--- src/rtl/muldiv_unit.sv ---
// muldiv_unit: iterative multiply/divide unit for the EX stage.
//   Multiplies take one MUL cycle. Divides take 32 restoring shift-subtract cycles.
//   Both finish in DONE, which presents {hi_o, lo_o} with result_valid_o high.
// Ports:
//   clk, rst            core clock (rising edge), asynchronous active-high reset
//   alucontrol          EX ALU control; only the four MULT/DIV codes start an operation
//   valid_e             EX stage holds a live instruction
//   flush_i             aborts any operation; hi_o/lo_o are left untouched
//   hold_i              downstream stall; keeps the unit in DONE
//   a, b                rs / rt operands
//   stall_o             stall request for F..E
//   result_valid_o      hi_o/lo_o belong to the current EX instruction
//   hi_o, lo_o          product[63:32]/[31:0], or remainder/quotient
module muldiv_unit #(
   parameter int unsigned DIV_ITER      = 32,
   parameter logic [4:0]  MULT_CONTROL  = 5'b11000,
   parameter logic [4:0]  MULTU_CONTROL = 5'b11001,
   parameter logic [4:0]  DIV_CONTROL   = 5'b11010,
   parameter logic [4:0]  DIVU_CONTROL  = 5'b11011
) (
   input  logic        clk,
   input  logic        rst,
   input  logic [4:0]  alucontrol,
   input  logic        valid_e,
   input  logic        flush_i,
   input  logic        hold_i,
   input  logic [31:0] a,
   input  logic [31:0] b,
   output logic        stall_o,
   output logic        result_valid_o,
   output logic [31:0] hi_o,
   output logic [31:0] lo_o
);

   typedef enum logic [1:0] {StIdle, StMul, StDiv, StDone} state_e;

   localparam logic [5:0] LastIter = 6'(DIV_ITER - 1);

   state_e      state_q, state_d;
   logic [5:0]  cnt_q, cnt_d;
   logic [31:0] a_q, a_d;          // multiplicand, or dividend/quotient shift register
   logic [31:0] b_q, b_d;          // multiplier, or divisor magnitude
   logic [31:0] rem_q, rem_d;
   logic        signed_q, signed_d;
   logic        neg_quo_q, neg_quo_d;
   logic        neg_rem_q, neg_rem_d;
   logic [31:0] hi_q, hi_d, lo_q, lo_d;

   logic        is_mul, is_div, signed_op, start;
   logic [63:0] mul_a, mul_b, product;
   logic [32:0] shifted;
   logic        sub_ok;
   logic [31:0] rem_next, quo_next;

   always_comb begin
      is_mul    = (alucontrol == MULT_CONTROL) || (alucontrol == MULTU_CONTROL);
      is_div    = (alucontrol == DIV_CONTROL) || (alucontrol == DIVU_CONTROL);
      signed_op = (alucontrol == MULT_CONTROL) || (alucontrol == DIV_CONTROL);
      start     = valid_e & ~flush_i & (is_mul | is_div);
   end

   // Sign-extending to 64 bits makes the low 64 bits of an unsigned multiply the signed product.
   always_comb begin
      mul_a   = {{32{signed_q & a_q[31]}}, a_q};
      mul_b   = {{32{signed_q & b_q[31]}}, b_q};
      product = mul_a * mul_b;
   end

   // One restoring division step; the dividend MSB shifts into the partial remainder.
   always_comb begin
      shifted  = {rem_q, a_q[31]};
      sub_ok   = shifted >= {1'b0, b_q};
      rem_next = sub_ok ? 32'(shifted - {1'b0, b_q}) : shifted[31:0];
      quo_next = {a_q[30:0], sub_ok};
   end

   always_comb begin
      state_d   = state_q;
      cnt_d     = cnt_q;
      a_d       = a_q;
      b_d       = b_q;
      rem_d     = rem_q;
      signed_d  = signed_q;
      neg_quo_d = neg_quo_q;
      neg_rem_d = neg_rem_q;
      hi_d      = hi_q;
      lo_d      = lo_q;

      unique case (state_q)
         StIdle: begin
            if (start) begin
               signed_d = signed_op;
               if (is_mul) begin
                  a_d     = a;
                  b_d     = b;
                  state_d = StMul;
               end else if (b == 32'd0) begin
                  hi_d    = a;
                  lo_d    = 32'hFFFF_FFFF;
                  state_d = StDone;
               end else begin
                  // Divide entry: work on magnitudes, remember the result signs.
                  a_d       = (signed_op && a[31]) ? -a : a;
                  b_d       = (signed_op && b[31]) ? -b : b;
                  neg_quo_d = signed_op & (a[31] ^ b[31]);
                  neg_rem_d = signed_op & a[31];
                  rem_d     = 32'd0;
                  cnt_d     = 6'd0;
                  state_d   = StDiv;
               end
            end
         end
         StMul: begin
            hi_d    = product[63:32];
            lo_d    = product[31:0];
            state_d = StDone;
         end
         StDiv: begin
            rem_d = rem_next;
            a_d   = quo_next;
            cnt_d = cnt_q + 6'd1;
            if (cnt_q == LastIter) begin
               hi_d    = neg_rem_q ? -rem_next : rem_next;
               lo_d    = neg_quo_q ? -quo_next : quo_next;
               state_d = StDone;
            end
         end
         StDone: begin
            // start is deliberately ignored here so the retiring instruction cannot retrigger.
            if (!hold_i) state_d = StIdle;
         end
         default: state_d = StIdle;
      endcase

      if (flush_i) begin
         state_d = StIdle;
         hi_d    = hi_q;
         lo_d    = lo_q;
      end
   end

   always_ff @(posedge clk or posedge rst) begin
      if (rst) begin
         state_q   <= StIdle;
         cnt_q     <= 6'd0;
         a_q       <= 32'd0;
         b_q       <= 32'd0;
         rem_q     <= 32'd0;
         signed_q  <= 1'b0;
         neg_quo_q <= 1'b0;
         neg_rem_q <= 1'b0;
         hi_q      <= 32'd0;
         lo_q      <= 32'd0;
      end else begin
         state_q   <= state_d;
         cnt_q     <= cnt_d;
         a_q       <= a_d;
         b_q       <= b_d;
         rem_q     <= rem_d;
         signed_q  <= signed_d;
         neg_quo_q <= neg_quo_d;
         neg_rem_q <= neg_rem_d;
         hi_q      <= hi_d;
         lo_q      <= lo_d;
      end
   end

   always_comb begin
      stall_o        = ((state_q == StIdle) & start) | (state_q == StMul) | (state_q == StDiv);
      result_valid_o = (state_q == StDone);
      hi_o           = hi_q;
      lo_o           = lo_q;
   end

endmodule

--- config.mk ---
export PLATFORM = sky130hd
export DESIGN_NAME = muldiv_unit
export DESIGN_NICKNAME = d
export VERILOG_FILES = /design/src/rtl/muldiv_unit.sv
export SDC_FILE = /design/constraint.sdc
export NUM_CORES = 2
export LEC_CHECK = 0
export CAP_MARGIN = 20
export CELL_PAD_IN_SITES_DETAIL_PLACEMENT = 2
export CELL_PAD_IN_SITES_GLOBAL_PLACEMENT = 2
export CORE_ASPECT_RATIO = 1.2
export CORE_MARGIN = 2
export CORE_UTILIZATION = 35
export CTS_BUF_LIST = sky130_fd_sc_hd__clkbuf_8 sky130_fd_sc_hd__clkbuf_16
export DETAILED_ROUTE_END_ITERATION = 10
export PLACE_DENSITY = 0.76
export SYNTH_ARGS = -nofsm -noshare
export SYNTH_HDL_FRONTEND = slang
export SYNTH_SLANG_ARGS = --single-unit
--- constraint.sdc ---
create_clock -name clk -period 26 [get_ports clk]
set_input_delay 5.2 -clock clk [delete_from_list [all_inputs] [get_ports clk]]
set_output_delay 5.2 -clock clk [all_outputs]
set_load 0.02 [all_outputs]
# --- Word-level counts from Yosys, hierarchy flattened ---
# Index checks and enable logic that the tools add are counted.
op_classes:
  bitwise_logic: 14
  addsub: 6
  n_eq_ne: 18
  mul: 1
  n_mux: 36
  n_reduce_logical: 16
  order_cmp: 1
op_table:
  columns: ["op", "count"]
  rows:
  - ["two-way mux 32 bit", 21]
  - ["case mux 32 bit (3 select lines)", 2]
  - ["negation 32 bit", 4]
  - ["case mux 32 bit (2 select lines)", 2]
  - ["multiplier 33 x 33 -> 64 bit", 1]
  - [">= comparator 33 x 32 -> 1 bit", 1]
  - ["logical NOT 32 bit", 1]
  - ["subtractor 32 bit", 1]
  - ["equality test 5 bit (second input constant)", 4]
  - ["two-way mux 6 bit", 3]
  - ["!= test 2 bit (second input constant)", 6]
  - ["!= test 3 bit (second input constant)", 4]
  - ["case mux 6 bit (2 select lines)", 1]
  - ["two-way mux 2 bit", 5]
  - ["AND reduction 3 bit", 3]
  - ["case mux 2 bit (4 select lines)", 1]
  - ["AND reduction 4 bit", 2]
  - ["AND 1 bit", 7]
  - ["adder 6 x 1 -> 6 bit (second input constant)", 1]
  - ["equality test 6 x 5 -> 1 bit (second input constant)", 1]
  - ["AND reduction 6 bit", 1]
  - ["equality test 2 bit (second input constant)", 2]
  - ["logical OR 1 bit", 3]
  - ["NOT 1 bit", 3]
  - ["9 further kinds", 12]
totals:
  reg_bits: 171
  output_inout_bits: 66

# --- Logic depth before layout (Yosys ltp) ---
logic_depth:
  word_depth: 8
  mapped_depth: 32

# --- Worst setup path after synthesis ---
# No wires, ideal clock.
synth_timing:
  kind: "input -> output"
  start: "input port alucontrol[2]"
  end: "output port stall_o"
  path_stages: 4
  arrival_time_ns: 5.971
  path_slack_ns: 14.829
  n_path_buf: 0
  cell_sequence: "nand3b_1 nor3b_1 nand2_1 nand3_1"
synth_between:
  elab_chain_cells: 7
  word_cells_on_any_way: 11
  classes_between: "eq/ne (4); bitwise (5); reduce/logical (2)"
synth_lines:
  columns: ["item", "line", "rtl"]
  rows:
  - ["start: declaration", "23", "input logic [4:0] alucontrol,"]
  - ["equality test 5 bit, on equally long branches", "56, 57", null]
  - ["logical OR 1 bit, on equally long branches", "56, 57", null]
  - ["OR 1 bit (*)", "59", "start = valid_e & ~flush_i & (is_mul | is_div);"]
  - ["AND 1 bit (*)", "59", null]
  - ["AND 1 bit (*)", "169", "stall_o = ((state_q == StIdle) & start) | (state_q == StMul) | (state_q == StDiv);"]
  - ["OR 1 bit (*) (2 in a row)", "169", null]
  - ["end: declaration", "29", "output logic stall_o,"]
# Mark *: on every way between the ends. The rest lies on a longest branch, timed or not.

# --- Worst setup path after layout ---
# Same ends and word-level chain as after synthesis.

==> summary.md <==
| Metric | Value |
|---|---|
| CP Class | primary input to output port |
| WP buf/inv | 2 |
| FP Rows | 152 |
| Nets | 7166 |
| Worst-Margin Slew | 1.11 ns |
| Status | finished, final reports clean |
| Worst path required time | 20.80 ns |
| Sequential share of the synthesized area | 8.47% |
| Crit path DAT | slightly above 7 ns |
| Final core utilization | between 30% and 40% |
| Area grow syn2layout | 7.62% |
| Cells after Synth | 5803 |
| CTS root buf | clkbuf_16 |
| Largest net degree at the start of global routing | 94 |
| CP Max Fanout | 6 |
| Routability Congestion | 0.880 |
| Delay of the slowest critical-path stage | 0.61 ns |
| Number of remaining DRC errors | 0 |
| Post-synth cell types | 91 |
| DP HPWL | 164 mm |
| Clock sink total | 171 |
| Post-layout min period | 12.46 ns |
| Worst slack, placed | ~14 ns |
| Period Utilization, post-route | 47.9% |
| Avg Inst Size Synth | 8.70 um^2 |
| Vias per std cell | 5.43 |
| Hold_buf cts | 0 |
| Post-synth EDFFs | 0 |
| I/O Pins | 140 |
| DR pass1 iterations | 5 |
| Synth Register Bits | 171 |
| Slowest cell on the critical path | clkdlybuf4s50_1 |
| Async SR Flop Fraction | 100% |
| Top_reg_cell synth | dfrtp_1 |
| Bufs on Longest Clock Path | 2 |
| H-tree depth | 4 |
| Top-area cell type share of the netlist area | 44.6% |
| Detailed Route WL | roughly 210 mm |
| Post-synth top area cell | fa_1 |
| Gr usage total | 28.8% |
| Crit. End Element | output port |
| Slew Viols, Final | 0 |
| PortBufs | 139 |
| Fmax | 80.3 MHz |
| First-pass GRT wire length | 315 mm |
| Setup Buffers After CTS | 0 |
| Vias | 41.5k |
| Average wire per standard cell | 26.9 um |
| Worst skew pair latency | 0.50 ns |
| TritonCTS Buffers | 17 |
| GR Overflow Total | 0 |
| Critical-path cell list | clkdlybuf4s50_1, nand3b_1, nor3b_1, nand2_1, nand3_1, clkdlybuf4s50_1 |
| Worst min path class | flip-flop to flip-flop |
| RSZ-0062 raised after global routing | false |
| Post-route setup slack | roughly 14 ns |
| Share of cells above drive strength 1 | between 3 and 4% |
| Setup Viol. Count Final | 0 |
| Commonest cells after routing, fill and taps aside | 1198 x inv_1, 1126 x fa_1, 958 x nand2_1 |
| Net Count, Synth | 7258 |
| Vias in the first global route | approximately 50k |
| Cell family with most CP delay | simple AND/OR/NAND/NOR gates |
| Core footprint | 143000 um^2 |
| TNS Setup | 0 ns |
| TritonCTS clock tree | yes |
| Critical path startpoint category | primary input |
| Commonest non-fill, non-tap cell in the layout | inv_1 |
| Top post-synthesis cells by area | fa_1 45%, inv_1 8.9%, dfrtp_1 8.5%, nand2_1 7.1%, ha_1 6.3% |
| Final Hold Viols | 0 |
| Most used cell, CP | clkdlybuf4s50_1 |
| Post-CTS resize count | 0 |
| Initial Util | a little over a third |
| DRT antenna net count | 0 |
| Mapped cell area | 50500 um^2 |
| Worst clock skew | around 0.02 ns |
| 1st-iter DRT viols | roughly 2.3k |
| DIE AREA | 147000 um^2 |
| Max Cap Viol | 0 |
| YS warnings | 0 |
| Antenna violations before repair | 13 |
| Die height | 420 um |
| Clk pin slew, worst setup/hold paths | 0.07 ns |
| Tightest hold margin | 0.497 ns |
| Die X | approximately 350 um |
| Max-slew headroom at the worst pin | 26.3% |
-- logic make-up (layout without fill, tap and decap cells) --
kind of cell / after synthesis / after routing / synth area share, %
buffers and inverters: 1546 / 1467 / 11.6
other: 0 / 3 / 0
flip-flops: 171 / 171 / 8.47
multiplexers: 23 / 23 / 0.466
adder cells (fa/ha/maj): 1381 / 1381 / 50.9
AND/OR/NAND/NOR: 1796 / 1796 / 16.2
XOR/XNOR: 210 / 210 / 3.64
AO/OA/AOI/OAI: 676 / 676 / 8.68
-- layout make-up --
class	count	area [um^2]
Clock buffer	19	453
Fill cell	15949	88800
Antenna cell	3	7.51
Tap cell	1925	2410
Inverter	1200	4510
Sequential cell	171	4290
Clock inverter	13	139
Timing Repair Buffer	235	2120
Multi-Input combinational cell	4086	40400
-- path summary, 6_finish.rpt --
path / from / end / slack (ns) / depth (start not counted)
max: alucontrol[2] / stall_o / 13.54 / 6
min: a_q[15]$_DFFE_PP0P_ / a_q[15]$_DFFE_PP0P_ / 0.50 / 2
max reg2reg: a_q[31]$_DFFE_PP0P_ / hi_o[22]$_DFFE_PP0P_ / 15.43 / 27
min reg2reg: a_q[15]$_DFFE_PP0P_ / a_q[15]$_DFFE_PP0P_ / 0.50 / 2
max in group asynchronous: rst / b_q[28]$_DFFE_PP0P_ / 19.54 / 3
min in group asynchronous: rst / hi_o[17]$_DFFE_PP0P_ / 5.24 / 2
-- cell usage after synthesis, drive strengths merged (17+ instances only) --
cell type,count
a21o,38
a21oi,167
a221oi,28
a31oi,17
a41oi,17
and2,315
and3,29
buf,63
clkbuf,283
dfrtp,171
fa,1126
ha,255
inv,1199
mux2i,19
nand2,961
nand2b,20
nand3,39
nand4,22
nor2,248
nor3,57
o21ai,203
o21bai,18
o31ai,48
o41ai,17
or3,25
xnor2,139
xor2,71
-- state kept, by name (all words and copies together), names as in the netlist --
register	cells
a_q	32
state_q	2
neg_rem_q	1
b_q	32
rem_q	32
cnt_q	6
signed_q	1
lo_o	32
hi_o	32
neg_quo_q	1
-- stage by stage --
step	cell area, um^2	cells
final	54400	7652
after global routing	54400	7649
after CTS	54300	7647
after detailed placement	53700	7615
after global placement	53700	7615
after floorplan	50500	5803
-- worst register-to-register path, stage by stage (launching register included) --
cell	delay, ns
dfrtp_1	0.33
buf_4	0.49
and2_1	0.76
nand2_1	0.29
inv_1	0.15
fa_1	0.39
inv_1	0.27
fa_1	0.52
inv_1	0.21
fa_1	0.49
fa_1	0.99
inv_1	0.49
fa_1	0.63
inv_1	0.06
fa_1	0.54
inv_1	0.06
fa_1	0.53
fa_1	0.52
inv_1	0.04
ha_1	0.33
and2_1	0.28
and3b_1	0.24
nand4_1	0.23
and4_1	0.35
o31a_1	0.37
xnor2_1	0.52
a221oi_1	0.20
nor3_1	0.22
-- routing by layer --
layer  routed length [um]  part of all wire (%)  vias up  track usage [%]
li1                     -                     -    17335                -
met1                78400                    38    22647             34.0
met2               106000                    52     1112             51.7
met3                 9090                   4.4      445             3.33
met4                11600                   5.6        0             14.3
met5                    0                     0        -                0
Power is left out: the tool's default activity adds up to more than one toggle a clock period on the data nets, which glitch-free logic cannot reach.
